### src/rtl/echo_request_deframer.sv
// Header-validating deframer: turns host word frames into 96-bit EchoRequest messages behind a small FIFO.
// Optional drop counter port enabled by defining ECHO_DEFRAMER_DROP_COUNT_EN.
module echo_request_deframer #(
    parameter int          DEPTH   = 2,
    parameter logic [15:0] SAY_TAG = 16'd1,
    parameter logic [15:0] SAY_LEN = 16'd2
) (
    input  logic        CLK,
    input  logic        RST,
    input  logic        beat__ENA,
    input  logic [31:0] beat_v,
    output logic        beat__RDY,
    output logic        pipe_enq__ENA,
    output logic [95:0] pipe_enq_v,
    input  logic        pipe_enq__RDY
`ifdef ECHO_DEFRAMER_DROP_COUNT_EN
    ,
    output logic [15:0] drop_count
`endif
);

    localparam int AW = $clog2(DEPTH);

    typedef enum logic [1:0] {
        ST_HDR   = 2'd0,
        ST_PAY   = 2'd1,
        ST_DRAIN = 2'd2
    } state_t;

    state_t      state_r;
    state_t      state_next_s;
    logic        idx_r;
    logic [15:0] remaining_r;
    logic [15:0] tag_r;
    logic [31:0] meth_r;
    logic [95:0] mem_r [DEPTH];
    logic [AW:0] wr_ptr_r;
    logic [AW:0] rd_ptr_r;

    logic        full_s;
    logic        empty_s;
    logic        beat_rdy_s;
    logic        word_acc_s;
    logic        push_s;
    logic        pop_s;
    logic        say_hdr_s;
    logic [15:0] hdr_len_s;
    logic [15:0] hdr_tag_s;

    assign hdr_len_s = beat_v[31:16];
    assign hdr_tag_s = beat_v[15:0];
    assign say_hdr_s = (hdr_tag_s == SAY_TAG) && (hdr_len_s == SAY_LEN);

    // Extra pointer bit distinguishes full from empty when the indices match.
    assign full_s  = (wr_ptr_r[AW] != rd_ptr_r[AW]) && (wr_ptr_r[AW-1:0] == rd_ptr_r[AW-1:0]);
    assign empty_s = (wr_ptr_r == rd_ptr_r);

    // Only the final payload word can be refused; everything else is always absorbed.
    assign beat_rdy_s = !((state_r == ST_PAY) && idx_r && full_s);
    assign word_acc_s = beat__ENA && beat_rdy_s;
    assign pop_s      = !empty_s && pipe_enq__RDY;

    assign beat__RDY     = beat_rdy_s;
    assign pipe_enq__ENA = !empty_s;
    assign pipe_enq_v    = mem_r[rd_ptr_r[AW-1:0]];

    // State register.
    always_ff @(posedge CLK) begin
        if (RST) begin
            state_r <= ST_HDR;
        end else begin
            state_r <= state_next_s;
        end
    end

    // Next-state decode.
    always_comb begin
        state_next_s = state_r;
        case (state_r)
            ST_HDR: begin
                if (word_acc_s) begin
                    if (say_hdr_s) begin
                        state_next_s = ST_PAY;
                    end else if (hdr_len_s == 16'd0) begin
                        state_next_s = ST_HDR;
                    end else begin
                        state_next_s = ST_DRAIN;
                    end
                end else begin
                    state_next_s = ST_HDR;
                end
            end
            ST_PAY: begin
                if (word_acc_s && idx_r) begin
                    state_next_s = ST_HDR;
                end else begin
                    state_next_s = ST_PAY;
                end
            end
            ST_DRAIN: begin
                if (word_acc_s && (remaining_r == 16'd1)) begin
                    state_next_s = ST_HDR;
                end else begin
                    state_next_s = ST_DRAIN;
                end
            end
            default: state_next_s = ST_HDR;
        endcase
    end

    // FSM outputs: FIFO push on the last payload word.
    always_comb begin
        push_s = 1'b0;
        case (state_r)
            ST_PAY:  push_s = word_acc_s && idx_r;
            default: push_s = 1'b0;
        endcase
    end

    // Frame datapath: header fields, payload index and drain countdown.
    always_ff @(posedge CLK) begin
        if (RST) begin
            idx_r       <= 1'b0;
            remaining_r <= 16'd0;
            tag_r       <= 16'd0;
            meth_r      <= 32'd0;
        end else if (word_acc_s && (state_r == ST_HDR)) begin
            tag_r       <= hdr_tag_s;
            remaining_r <= hdr_len_s;
            idx_r       <= 1'b0;
        end else if (word_acc_s && (state_r == ST_PAY) && !idx_r) begin
            meth_r <= beat_v;
            idx_r  <= 1'b1;
        end else if (word_acc_s && (state_r == ST_PAY)) begin
            idx_r <= 1'b0;
        end else if (word_acc_s && (state_r == ST_DRAIN)) begin
            remaining_r <= remaining_r - 16'd1;
        end else begin
            idx_r       <= idx_r;
            remaining_r <= remaining_r;
        end
    end

    // Output FIFO storage and pointers.
    always_ff @(posedge CLK) begin
        if (RST) begin
            wr_ptr_r <= {(AW + 1){1'b0}};
            rd_ptr_r <= {(AW + 1){1'b0}};
            for (int i = 0; i < DEPTH; i++) begin
                mem_r[i] <= 96'd0;
            end
        end else begin
            if (push_s) begin
                mem_r[wr_ptr_r[AW-1:0]] <= {beat_v, meth_r, 16'd0, tag_r};
                wr_ptr_r                <= wr_ptr_r + {{AW{1'b0}}, 1'b1};
            end else begin
                wr_ptr_r <= wr_ptr_r;
            end
            if (pop_s) begin
                rd_ptr_r <= rd_ptr_r + {{AW{1'b0}}, 1'b1};
            end else begin
                rd_ptr_r <= rd_ptr_r;
            end
        end
    end

`ifdef ECHO_DEFRAMER_DROP_COUNT_EN
    logic        drop_done_s;
    logic [15:0] drop_count_r;

    // A drop completes on a zero-length header or on the last drained word.
    always_comb begin
        drop_done_s = 1'b0;
        case (state_r)
            ST_HDR:   drop_done_s = word_acc_s && !say_hdr_s && (hdr_len_s == 16'd0);
            ST_DRAIN: drop_done_s = word_acc_s && (remaining_r == 16'd1);
            default:  drop_done_s = 1'b0;
        endcase
    end

    // Saturating dropped-frame counter.
    always_ff @(posedge CLK) begin
        if (RST) begin
            drop_count_r <= 16'd0;
        end else if (drop_done_s && (drop_count_r != 16'hFFFF)) begin
            drop_count_r <= drop_count_r + 16'd1;
        end else begin
            drop_count_r <= drop_count_r;
        end
    end

    assign drop_count = drop_count_r;
`endif

endmodule

### config.mk
export PLATFORM = sky130hd
export DESIGN_NAME = echo_request_deframer
export DESIGN_NICKNAME = d
export VERILOG_FILES = /design/src/rtl/echo_request_deframer.sv
export SDC_FILE = /design/constraint.sdc
export NUM_CORES = 1
export LEC_CHECK = 0
export CAP_MARGIN = 0
export CORE_MARGIN = 2
export CORE_UTILIZATION = 43
export CTS_BUF_LIST = sky130_fd_sc_hd__clkbuf_8
export CTS_CLUSTER_SIZE = 14
export DETAILED_ROUTE_END_ITERATION = 6
export PLACE_DENSITY_LB_ADDON = 0.25
export SYNTH_ARGS = -nofsm -noshare
export SYNTH_HDL_FRONTEND = slang
export SYNTH_SLANG_ARGS = --single-unit
export TNS_END_PERCENT = 20
### constraint.sdc
create_clock -name CLK -period 9.3 [get_ports CLK]
set_input_delay 1.395 -clock CLK [delete_from_list [all_inputs] [get_ports CLK]]
set_output_delay 1.395 -clock CLK [all_outputs]
set_load 0.05 [all_outputs]
=== Yosys cells after proc, flatten, opt, wreduce, memory -nomap -nowiden ===
Memories as Yosys holds them, arrays and structs flattened. A register that Yosys moved wholly into a read port is not among the register bits.
Cells that the tools add are included.

* Bitwise gates (word level): 1
* Eq/ne operators: 10
* $add $sub $neg: 3
* Shifts and indexed selects: 0
* Multipliers: 0
* Mux-type cells: 23
* Reductions and logical operators: 23
* Div/mod/pow operators: 0
* Magnitude comparators: 0

{| class="wikitable"
|+ Operators with widths
! operator !! number
|-
| $mux W80 || 1
|-
| $reduce_or A80 Y1 || 1
|-
| $mux W16 || 4
|-
| $eq A16 B1 Y1 const B || 2
|-
| $eq A16 B2 Y1 const B || 1
|-
| $logic_not A16 Y1 || 1
|-
| $sub A16 B1 Y16 const B || 1
|-
| $mux W1 || 13
|-
| $logic_and A1 B1 Y1 || 12
|-
| $mux W2 || 4
|-
| $pmux W2 S3 || 1
|-
| $add A2 B1 Y2 const B || 2
|-
| $ne A2 B2 Y1 const B || 2
|-
| $reduce_bool A2 Y1 || 2
|-
| $logic_not A1 Y1 || 3
|-
| $reduce_and A3 Y1 || 1
|-
| $eq A2 B1 Y1 const B || 1
|-
| $eq A2 B2 Y1 || 1
|-
| $eq A2 B2 Y1 const B || 1
|-
| $logic_not A2 Y1 || 1
|-
| $reduce_and A2 Y1 || 1
|-
| $reduce_or A2 Y1 || 1
|-
| $eq A1 B1 Y1 || 1
|-
| $ne A1 B1 Y1 || 1
|-
| $not A1 Y1 || 1
|}

* Memory bits (writable): 160
* Output and inout bits: 98
* Bits in registers: 71
* Bits of input ports: 36
* Bits in latches: 0
* Word-level logic and storage cells: 68
* Memories kept: 1
* ROM bits: 0

{| class="wikitable"
|+ Memories
! memory !! words !! bits a word !! rd ports !! clocked after Yosys merged registers in !! wr ports !! RTL line !! RTL
|-
| mem_r || 2 || 80 || 1 || 1 || 2 || 36 || <nowiki>logic [95:0] mem_r [DEPTH];</nowiki>
|}

=== Depth between registers and ports, before layout ===
Gate-level depths: netlist (run 1).

* Depth in word-level cells: 12
* Mapped depth: 6
* Mapped depth without buffers: 6

=== Worst setup path after synthesis (run 1) ===
OpenSTA, ideal clock, no wires.

* Path type: input-to-reg
* Start: input beat__ENA
* End: memory mem_r[0][0] in the netlist's numbering (enable)
* Slack: 0.929 ns
* Required time: 8.663 ns
* Arrival time: 7.735 ns
* Stages: 3
* Library setup time: 0.637 ns
* Buffers on the path: 1
* Cells stage by stage: buf_2 -> nand4b_1 -> o31ai_1

{| class="wikitable"
|+ RTL lines
! element !! RTL line !! RTL
|-
| start, declared || 10 || <nowiki>input logic beat__ENA,</nowiki>
|-
| end, declared || 36 ||
|}

==> flow_metrics.py, run 1 <==
metrics = {
    "setup_path": {
        "worstPathCellList": "mux2_2 -> clkdlybuf4s50_1",
        "path_delay_family": "flip-flops",
        "cp_slowest_stage_delay_ns": 1.13,
        "worstSetupStartpointType": "flip-flop",
        "critPathCaptureType": "output port",
        "reg2reg_depth": 3,
        "cp.arrival_ns": 2.85,
        "worstSetupPathType": "flip-flop to output port",
        "cpMaxStageDelayCell": "dfxtp_4",
        "crit_path_max_fanout": 80,
        "r2r_setup_slack_ns": 6.61,
        "cp.required_ns": 7.91,
        "cp_num_buf_inv": 1,
        "cp.depth": 2,
    },
    "timing": {
        "fin_crit_sh": 0.456,
        "worstMarginPinSlew_ns": 1.16,
        "fmax_mhz": 236,
        "fin_setup_tns_ns": 0,
        "layout_min_cycle_time_ns": 4.24,
        "slew_headroom": 0.226,
        "slew_viol_final": 0,
        "skew_ns": 0.0136,
        "final-hold-violation-count": 0,
        "setup_ws_ns": 5.06,
        "setup_viol": 0,
        "rsz0062_at_grt": "no",
    },
    "layout": {
        "fin_util": 0.526,
        "areaGrowthSynthToFinish_pct": 20.7,
        "fin_area_sq_um": 12300,
        "drive_gt1_frac": 0.150,
        "nets": 1014,
    },
    "yosys": {
        "avgSynthCellArea_sq_um": 11.8,
        "synth_top_family_by_area": "simple AND/OR/NAND/NOR gates",
        "synth_xor_area_frac": 0.00429,
        "seq_area_frac_synth": 0.612,
        "synthMuxAreaShare": 0.0924,
        "synth_edf_count": 160,
        "synth_area_sq_um": 10200,
        "synth_compound_area_frac": 0.0623,
        "yosys.area_share.adder": 0.00245,
        "synthCells": 862,
        "ys.flop_type": "edfxtp_1",
        "synth-simple-area-share": 0.189,
        "netlist-cell-type-count": 56,
        "synth-seq-cells": 232,
        "async_flop_share": 0,
        "yosysWarnings": 0,
    },
    "placement": {
        "placed_area_sq_um": 11600,
        "dp_slack_ns": 5.32,
        "gp_congestion": 0.795,
        "dpl.hpwl_um": 13600,
        "portBuffers": 117,
    },
    "clocking": {
        "cts_made_buffers": 39,
        "ctsRootBufferMaster": "clkbuf_8",
        "worstSkewPairLatency_ns": 0.52,
        "cts_setup_buffers": 0,
        "cts_sinks": 232,
        "cts_tree": "yes",
        "hold_buffers": 0,
        "h-tree-depth": 2,
        "clk_pin_slew_worst_paths_ns": 0.06,
        "cts_buffer_depth": 3,
        "ctsResizeCount": 0,
    },
    "grt": {
        "first_global_vias": 6459,
        "grt_max_degree": 81,
        "grt_antenna_before_repair": 0,
        "overflow": 0,
        "track_usage": 0.184,
        "grt_pass1_wl_um": 35400,
    },
    "detailed_routing": {
        "drcViolationCount": 0,
        "first_pass_iters": 5,
        "dr_total_vias": 6774,
        "viasPerCell": 5.11,
        "wl_per_cell_um": 17.4,
        "first_iter_violations": 550,
        "postRouteAntennaNets": 0,
        "wirelength_um": 23100,
    },
    "floorplanning": {
        "chipWidth_um": 158,
        "core_area_sq_um": 23400,
        "fp-row-count": 56,
        "dieArea_sq_um": 25000,
        "die_y_um": 158,
        "ioPinCount": 134,
        "initial_utilization": 0.436,
    },
    "worst_hold_path": {
        "hold_depth": 2,
        "hp-class": "flip-flop to flip-flop",
    },
    "run": {
        "maxCapViolations": 0,
    },
    "power_and_ir_drop": {
        "power.leakage_uw": 0.00431,
        "ir_drop_uv": 82.8,
        "pwr_density_cell_nw_per_um2": 185,
    },
    "status": {
        "outcome": "finished clean",
    },
}
[flip-flops by register name (all words and copies together), names as in the netlist, named ones only]
signal,flops
remaining_r,16
meth_r,32
wr_ptr_r,2
mem_r,160
rd_ptr_r,2
state_r,2
tag_r,16
idx_r,1
[logic make-up after synthesis]
family | Yosys count
simple gates | 354
flops | 232
compound gates | 107
mux | 84
buf+inv | 77
xor+xnor | 5
fa+ha+maj | 2
other cells | 1
[metal layers]
metal | global-route usage | share of wire | vias to the layer above
met5 | 0 | 0 | -
met3 | 0.0328 | 0.061 | 43
met1 | 0.255 | 0.45 | 3259
met2 | 0.296 | 0.47 | 221
li1 | - | - | 3251
met4 | 0.0532 | 0.019 | 0
[synth_stat cells, types with 2 or more instances]
master / n / area, sq um
a211oi_1: 5 / 37.5
a21oi_1: 62 / 310
a22oi_1: 3 / 22.5
a31oi_1: 2 / 12.5
and2_1: 161 / 1010
buf_1: 3 / 11.3
buf_2: 12 / 60.1
buf_4: 16 / 120
clkbuf_1: 32 / 120
clkbuf_2: 7 / 35.0
dfxtp_1: 72 / 1440
edfxtp_1: 160 / 4800
ha_1: 2 / 25.0
inv_1: 7 / 26.3
mux2_2: 81 / 912
mux2i_1: 3 / 30.0
nand2_1: 111 / 417
nand2b_1: 3 / 18.8
nand3_1: 7 / 35.0
nand4_1: 6 / 37.5
nand4b_1: 2 / 17.5
nor2_1: 19 / 71.3
nor2b_1: 4 / 25.0
nor3_1: 10 / 50.1
nor4_1: 11 / 68.8
nor4b_1: 2 / 17.5
o211ai_1: 5 / 37.5
o21ai_0: 10 / 50.1
o22ai_1: 3 / 18.8
o31ai_1: 5 / 37.5
o32ai_1: 3 / 26.3
or3_1: 5 / 31.3
or3b_2: 2 / 17.5
xor2_1: 4 / 35.0
[cell type report]
class | instances | area (sq um)
multi-input cells | 568 | 3670
flip-flops and latches | 232 | 6250
diodes | 1 | 2.50
inverters | 7 | 26.3
clock buffers | 45 | 619
fillers | 2099 | 11100
clock inverters | 25 | 97.6
well taps | 319 | 399
repair buffers | 128 | 1250
[placed cells by master (no fill, tap or decap), drive strengths merged, types with 2 or more instances in the layout]
master,n
nand3,7
nand2,111
a21oi,62
o211ai,5
clkdlybuf4s50,116
a31oi,2
a22oi,3
mux2i,3
inv,24
mux2,81
nand4b,2
dfxtp,72
conb,16
nor4b,2
clkinv,8
ha,2
o31ai,5
nor3b,3
xor2,4
and2,161
nor2b,4
edfxtp,160
buf,12
nand2b,3
or3,5
a211oi,5
o21ai,10
nor4,12
nand4,6
nor3,11
nor2,19
or3b,2
o22ai,3
o32ai,3
clkbuf,45
[through the flow]
stage	total power (uW)	std cells	hold slack [ns]
after CTS	2300	1324	0.460
after global routing	2370	1324	0.476
after floorplan	1380	877	0.440
after global placement	1470	1254	0.447
final	2280	1325	0.460
after detailed placement	1470	1254	0.452
[power by group]
part | switching [uW] | internal [uW]
Clock | 389 | 439
Sequential | 28.3 | 1150
Combinational | 180 | 91.0
Total | 598 | 1680
[path summary, 6_finish.rpt]
check,end,from
max,pipe_enq_v[86],flip-flop
min,meth_r[13],meth_r[13]
max reg2reg,mem_r[1][75],state_r[1]
min reg2reg,meth_r[13],meth_r[13]
[tightest hold or removal path, stage by stage (launching register included)]
cell and delay, ns:
dfxtp_1 0.31, nand2_1 0.05, a21oi_1 0.05
No activity file was read; power rests on OpenSTA's default activity.
==> run 2, diff against run 1 <==
==> constraint.sdc (replaced) <==
create_clock -name CLK -period 4.3 [get_ports CLK]
set_input_delay 0.645 -clock CLK [delete_from_list [all_inputs] [get_ports CLK]]
set_output_delay 0.645 -clock CLK [all_outputs]
set_load 0.05 [all_outputs]
==> run 2 against run 1 <==
Against the previous run:
- global-route usage rose by 0.35 points
- worst setup slack worse by 4.0 ns
- sequential power grew 110%
- critical path depth increased by 1
- sequential cell count unchanged
- highest routed layer unchanged
- total power is 120% higher
- clock power is 130% higher
- via count decreased by 1.7%
- sequential share of layout area decreased by 0.35 points
- first-iteration DRC count shrank 15%
- core utilization increased by 0.37 points
- clock skew is 0.0037 ns lower
==> flow_metrics.py, run 2 (same netlist as run 1, synthesis figures left out) <==
metrics = {
    "setup_path": {
        "worstPathCellList": "buf_12 -> mux2_2 -> clkdlybuf4s50_1",
        "worstSetupPathType": "flip-flop to output port",
        "worstSetupStartpointType": "flip-flop",
        "cp.required_ns": 3.65,
        "critPathCaptureType": "output port",
        "reg2reg_depth": 4,
        "cp.arrival_ns": 2.63,
        "path_delay_family": "buffers and inverters",
        "reg2reg_from": "state_r[1]",
        "r2r_setup_slack_ns": 2.00,
        "crit_path_max_fanout": 54,
        "cp_slowest_stage_delay_ns": 0.71,
        "cpMaxStageDelayCell": "clkdlybuf4s50_1",
        "cp_num_buf_inv": 2,
        "r2r-end": "mem_r[0][6]",
    },
    "floorplanning": {
        "ioPinCount": 134,
        "fp-row-count": 56,
        "die_y_um": 158,
        "core_area_sq_um": 23400,
        "initial_utilization": 0.436,
        "chipWidth_um": 158,
        "dieArea_sq_um": 25000,
    },
    "placement": {
        "gp_congestion": 0.785,
        "portBuffers": 117,
        "dpl.hpwl_um": 14200,
    },
    "detailed_routing": {
        "first_pass_iters": 5,
        "drcViolationCount": 0,
        "dr_total_vias": 6656,
        "viasPerCell": 5.02,
        "first_iter_violations": 468,
        "postRouteAntennaNets": 0,
        "wl_per_cell_um": 17.5,
        "wirelength_um": 23300,
    },
    "layout": {
        "nets": 1017,
        "fin_util": 0.530,
        "drive_gt1_frac": 0.156,
        "layout_commonest_cell": "and2_1",
        "areaGrowthSynthToFinish_pct": 21.5,
        "n_antenna_cell": 0,
        "top_register": "mem_r",
        "final_cell_mix": "and2_1, edfxtp_1, clkdlybuf4s50_1",
        "largest_reg_flops": 160,
        "reg_top3": "mem_r: 160 flops, meth_r: 32 flops",
    },
    "timing": {
        "skew_ns": 0.00991,
        "layout_min_cycle_time_ns": 3.27,
        "setup_viol": 0,
        "worstMarginPinSlew_ns": 0.904,
        "fin_setup_tns_ns": 0,
        "slew_headroom": 0.397,
        "holdWs_ns": 0.460,
        "rsz0062_at_grt": "no",
        "fin_crit_sh": 0.762,
        "final-hold-violation-count": 0,
        "slew_viol_final": 0,
        "fmax_mhz": 305,
    },
    "power_and_ir_drop": {
        "power.leakage_uw": 0.00435,
        "internal_power_uw": 3720,
        "switchingPower_uw": 1300,
        "power_frac_comb": 0.120,
        "ir_drop_uv": 274,
        "p_total_uw": 5030,
        "netSwitchingFraction": 0.259,
        "p_seq_frac": 0.504,
        "pwr_density_cell_nw_per_um2": 405,
        "p_clk_frac": 0.375,
    },
    "worst_hold_path": {
        "hold_path_startpoint": "meth_r[25]",
        "holdPathEnd": "meth_r[25]",
        "hold_depth": 2,
        "hp-class": "flip-flop to flip-flop",
    },
    "grt": {
        "grt_max_degree": 75,
        "track_usage": 0.187,
        "grt_antenna_before_repair": 0,
        "overflow": 0,
        "grt_pass1_wl_um": 35900,
        "first_global_vias": 6520,
    },
    "clocking": {
        "cts_made_buffers": 38,
        "worstSkewPairLatency_ns": 0.52,
        "h-tree-depth": 2,
        "cts_sinks": 232,
        "cts_setup_buffers": 0,
        "ctsResizeCount": 0,
        "clk_pin_slew_worst_paths_ns": 0.06,
        "ctsRootBufferMaster": "clkbuf_8",
        "cts_tree": "yes",
        "cts_buffer_depth": 3,
        "hold_buffers": 0,
    },
    "run": {
        "maxCapViolations": 0,
    },
    "status": {
        "outcome": "finished clean",
    },
}
[run 2: final cells by class]
cell class | instances | area [sq um]
clock inverters | 26 | 159
well taps | 319 | 399
clock buffers | 43 | 592
multi-input cells | 568 | 3670
flip-flops and latches | 232 | 6250
fillers | 2076 | 11000
inverters | 7 | 26.3
repair buffers | 132 | 1300
[run 2: per-stage QoR]
| stage | cell area, sq um | cells | worst slack [ns] |
|---|---|---|---|
| 6_report | 12400 | 1327 | 1.03 |
| 3_5_place_dp | 11600 | 1258 | 1.25 |
| 3_3_place_gp | 11600 | 1258 | 1.30 |
| 2_1_floorplan | 10300 | 877 | 0.663 |
| 4_1_cts | 12400 | 1327 | 0.955 |
| 5_1_grt | 12400 | 1327 | 0.898 |
[run 2: power by group through the flow]
stage          clock, uW  combinational (uW)  sequential [uW]
2_1_floorplan          0                 414             2570
3_3_place_gp           0                 604             2580
3_5_place_dp           0                 604             2580
4_1_cts             1930                 607             2540
5_1_grt             2030                 643             2550
6_report            1890                 605             2530
[run 2: metal layers]
metal | share of wire | global-route usage | vias to the layer above
met4 | 0.013 | 0.0523 | 0
met5 | 0 | 0 | -
li1 | - | - | 3249
met3 | 0.046 | 0.0320 | 26
met1 | 0.45 | 0.255 | 3225
met2 | 0.49 | 0.309 | 156
[run 2: how the worst max path moves through the flow]
stage / start / endpoint / slack, ns / depth (start not counted)
finish: flip-flop / pipe_enq_v[54] / 1.03 / 3
floorplan: beat__ENA / mem_r[0][0] / 0.66 / 3
global placement: beat__ENA / mem_r[0][36] / 1.30 / 4
detailed placement: beat__ENA / mem_r[0][2] / 1.25 / 4
global route: flip-flop / pipe_enq_v[12] / 0.90 / 3
CTS: flip-flop / pipe_enq_v[12] / 0.95 / 3
[run 2: worst reg2reg max path: cells and delay by family, from the launching register on]
kind,cells,cell delay [ns]
buffers and inverters,2,0.87
AOI/OAI and AO/OA,1,0.31
DFF,1,0.30
and+or+nand+nor,1,0.38
==> RTL edit (config.mk and constraints of run 1) <==
The 3 states of `state_t` get a one-hot encoding in 3 bits.
--- a/src/rtl/echo_request_deframer.sv
+++ b/src/rtl/echo_request_deframer.sv
@@ -23,6 +23,6 @@
 
-    typedef enum logic [1:0] {
-        ST_HDR   = 2'd0,
-        ST_PAY   = 2'd1,
-        ST_DRAIN = 2'd2
+    typedef enum logic [2:0] {
+        ST_HDR   = 3'b001,
+        ST_PAY   = 3'b010,
+        ST_DRAIN = 3'b100
     } state_t;
Function: no difference found for any inputs over 4 cycles, from zero or initial values and one cycle with RST high; so few cycles prove little.
==> RTL edit against run 1 <==
Routed wire length shrank 0.39%. Die area shrank 0.48%. Total power increased by 2.9%. Largest cell class unchanged. Cell count is 0.68% lower. Setup slack got worse by 0.18 ns. Sequential share of layout area is essentially flat. Global-route usage increased by 0.17 points. Count of clock-buffer cells in the layout down 1. Sequential cell count up 1. Cell area grew 0.30%. Area after synthesis decreased by 0.49%.
==> RTL edit: results (changes against run 1) <==
| Metric | Value |
|---|---|
| Initial DRC count | 431 (was 550) |
| Placer Congestion | 0.809 (was 0.795) |
| Worst Path Arrival | 3.02 ns (was 2.85 ns) |
| Initial antenna violation count | 0 (unchanged) |
| WL/cell | 17.5 µm (was 17.4 µm) |
| Post-synthesis sequential area ratio | 61.7% (was 61.2%) |
| Number of fill cells | 2065 (was 2099) |
| CTS tree | yes (unchanged) |
| Status | finished, final reports clean (unchanged) |
| Synth unique cells | 55 (was 56) |
| Layout cells sized above 1 | 15.3% (was 15.0%) |
| Post-Place Setup Slack | 4.86 ns (was 5.32 ns) |
| Worst path slowest cell | clkdlybuf4s50_1 (was dfxtp_4) |
| Dominant synthesized flop cell | edfxtp_1 (unchanged) |
| Htree depth | 2 (unchanged) |
| Largest registers | mem_r: 160 flops, meth_r: 32 flops (unchanged) |
| Worst-path clk slew | 0.06 ns (about the same) |
| Crit-path max FO | 47 (was 80) |
| Commonest cells in the synthesized netlist | and2_1 (161), edfxtp_1 (160), nand2_1 (112) (was and2_1 (161), edfxtp_1 (160), nand2_1 (111)) |
| Post-CTS Setup Repair Bufs | 0 (unchanged) |
| Max incr delay on CP | 0.71 ns (was 1.13 ns) |
| Root buffer cell | clkbuf_8 (unchanged) |
| Total global-route track usage | 18.5% (was 18.4%) |
| HP Class | flip-flop to flip-flop (unchanged) |
| Nets | 1006 (was 1014) |
| DPL Wire Length | 13400 µm (was 13600 µm) |
| Antenna fix cells | 0 (was 1) |
| Clock tree buffer depth | 3 (unchanged) |
| Worst reg-to-reg setup slack | 6.35 ns (was 6.61 ns) |
| Post-CTS sizing | 0 (unchanged) |
| Routing usage on met1 | 24.6% (was 25.5%) |
| Leakage | 4.37 nW (was 4.31 nW) |
| GR Overflow Total | 0 (unchanged) |
| Vias in the first global route | 6317 (was 6459) |
| DRC Markers | 0 (unchanged) |
| Port Buffer Count | 117 (unchanged) |
| FFs w/ async S/R, synth | 0% (unchanged) |
| EDFF count, synth | 160 (unchanged) |
| Pre-antenna DRT Iters | 7 (was 5) |
| Grt met2 use | 31.2% (was 29.6%) |
| Met3 Use GR | 3.42% (was 3.28%) |
| Synth area leaders | edfxtp_1 (47%), dfxtp_1 (14%), and2_1 (9.9%) (unchanged) |
| Clk_lat worst skew | 0.52 ns (about the same) |
| Yosys warns | 0 (unchanged) |
| Via count | 6641 (was 6774) |
| Slew @ Worst Pin | 1.18 ns (was 1.16 ns) |
| Peak supply drop | 0.0921 mV (was 0.0828 mV) |
| Clk_skew | 0.0187 ns (was 0.0136 ns) |
| First-pass GRT wire length | 35200 µm (was 35400 µm) |
| Largest net degree at the start of global routing | 81 (unchanged) |
| Cts bufs inserted | 39 (unchanged) |
| Delay-heaviest family, CP | buffers and inverters (was flip-flops) |
==> RTL edit: cell types whose count changed in the layout (fill, tap and decap cells not counted), moves of 4 or more <==
cell	before	now
nor4_1	11	6
inv_1	24	19
a22oi_1	3	8
nor3_1	10	0
nand4_1	6	2
nor2_1	19	26
a21oi_1	62	57
==> RTL edit: cells by family (layout without fill, tap and decap cells) <==
kind of cell	after synthesis	after routing	share of synthesized area, %
buf+inv	70	200	3.19
fa+ha+maj	2	2	0.246
flops	233	233	61.7
other cells	1	16	0.0369
xor+xnor	10	10	0.863
compound gates	104	104	6.22
simple gates	352	352	18.8
mux	80	80	8.87
==> RTL edit: final cells by class <==
type                            instances  area [µm²]  share of cell area (%)
Sequential cell                       233        6270                    50.8
Multi-Input combinational cell        564        3660                    29.7
Timing Repair Buffer                  127        1240                    10.1
Clock buffer                           44         606                    4.90
Tap cell                              319         399                    3.23
Clock inverter                         26         156                    1.27
Inverter                                3        11.3                  0.0912
==> RTL edit: final timing paths <==
check / start / end / cells after the start
worst min-delay path: tag_r[15]$_SDFFE_PP0P_ / tag_r[15]$_SDFFE_PP0P_ / 2
worst min register to register: tag_r[15]$_SDFFE_PP0P_ / tag_r[15]$_SDFFE_PP0P_ / 2
worst max-delay path: flip-flop / pipe_enq_v[42] / 3
worst max register to register: state_r[2]$_SDFF_PP0_ / mem_r[1][78]$_SDFFCE_PN0P_ / 5
==> RTL edit: worst reg2reg max path: stages, from the launching register on <==
cell and delay, ns:
dfxtp_1 0.44, and4bb_2 0.39, o211ai_1 0.33, or2_1 0.39
nand2b_4 0.08, buf_4 0.82
==> RTL edit: report_power, final <==
group | total [W] | leakage, nW | switching (W) | internal (W)
logic | 0.000285 | 1.81 | 0.000187 | 0.0000984
registers | 0.00118 | 2.11 | 0.0000249 | 0.00116
clock network | 0.000878 | 0.446 | 0.000391 | 0.000488
total | 0.00234 | 4.37 | 0.000603 | 0.00174
==> RTL edit: routing by layer <==
metal / up-vias / part of all wire, %
met2: 180 / 50
met3: 30 / 4.6
met5: - / 0
li1: 3196 / -
met4: 0 / 1.5
met1: 3235 / 44
==> RTL edit: metrics by stage <==
stage | hold slack, ns | std cells | power [W]
after floorplan | 0.440 | 867 | 0.00139
after global placement | 0.446 | 1246 | 0.00148
after detailed placement | 0.451 | 1246 | 0.00149
after CTS | 0.459 | 1316 | 0.00237
after global routing | 0.478 | 1316 | 0.00244
final | 0.458 | 1316 | 0.00234
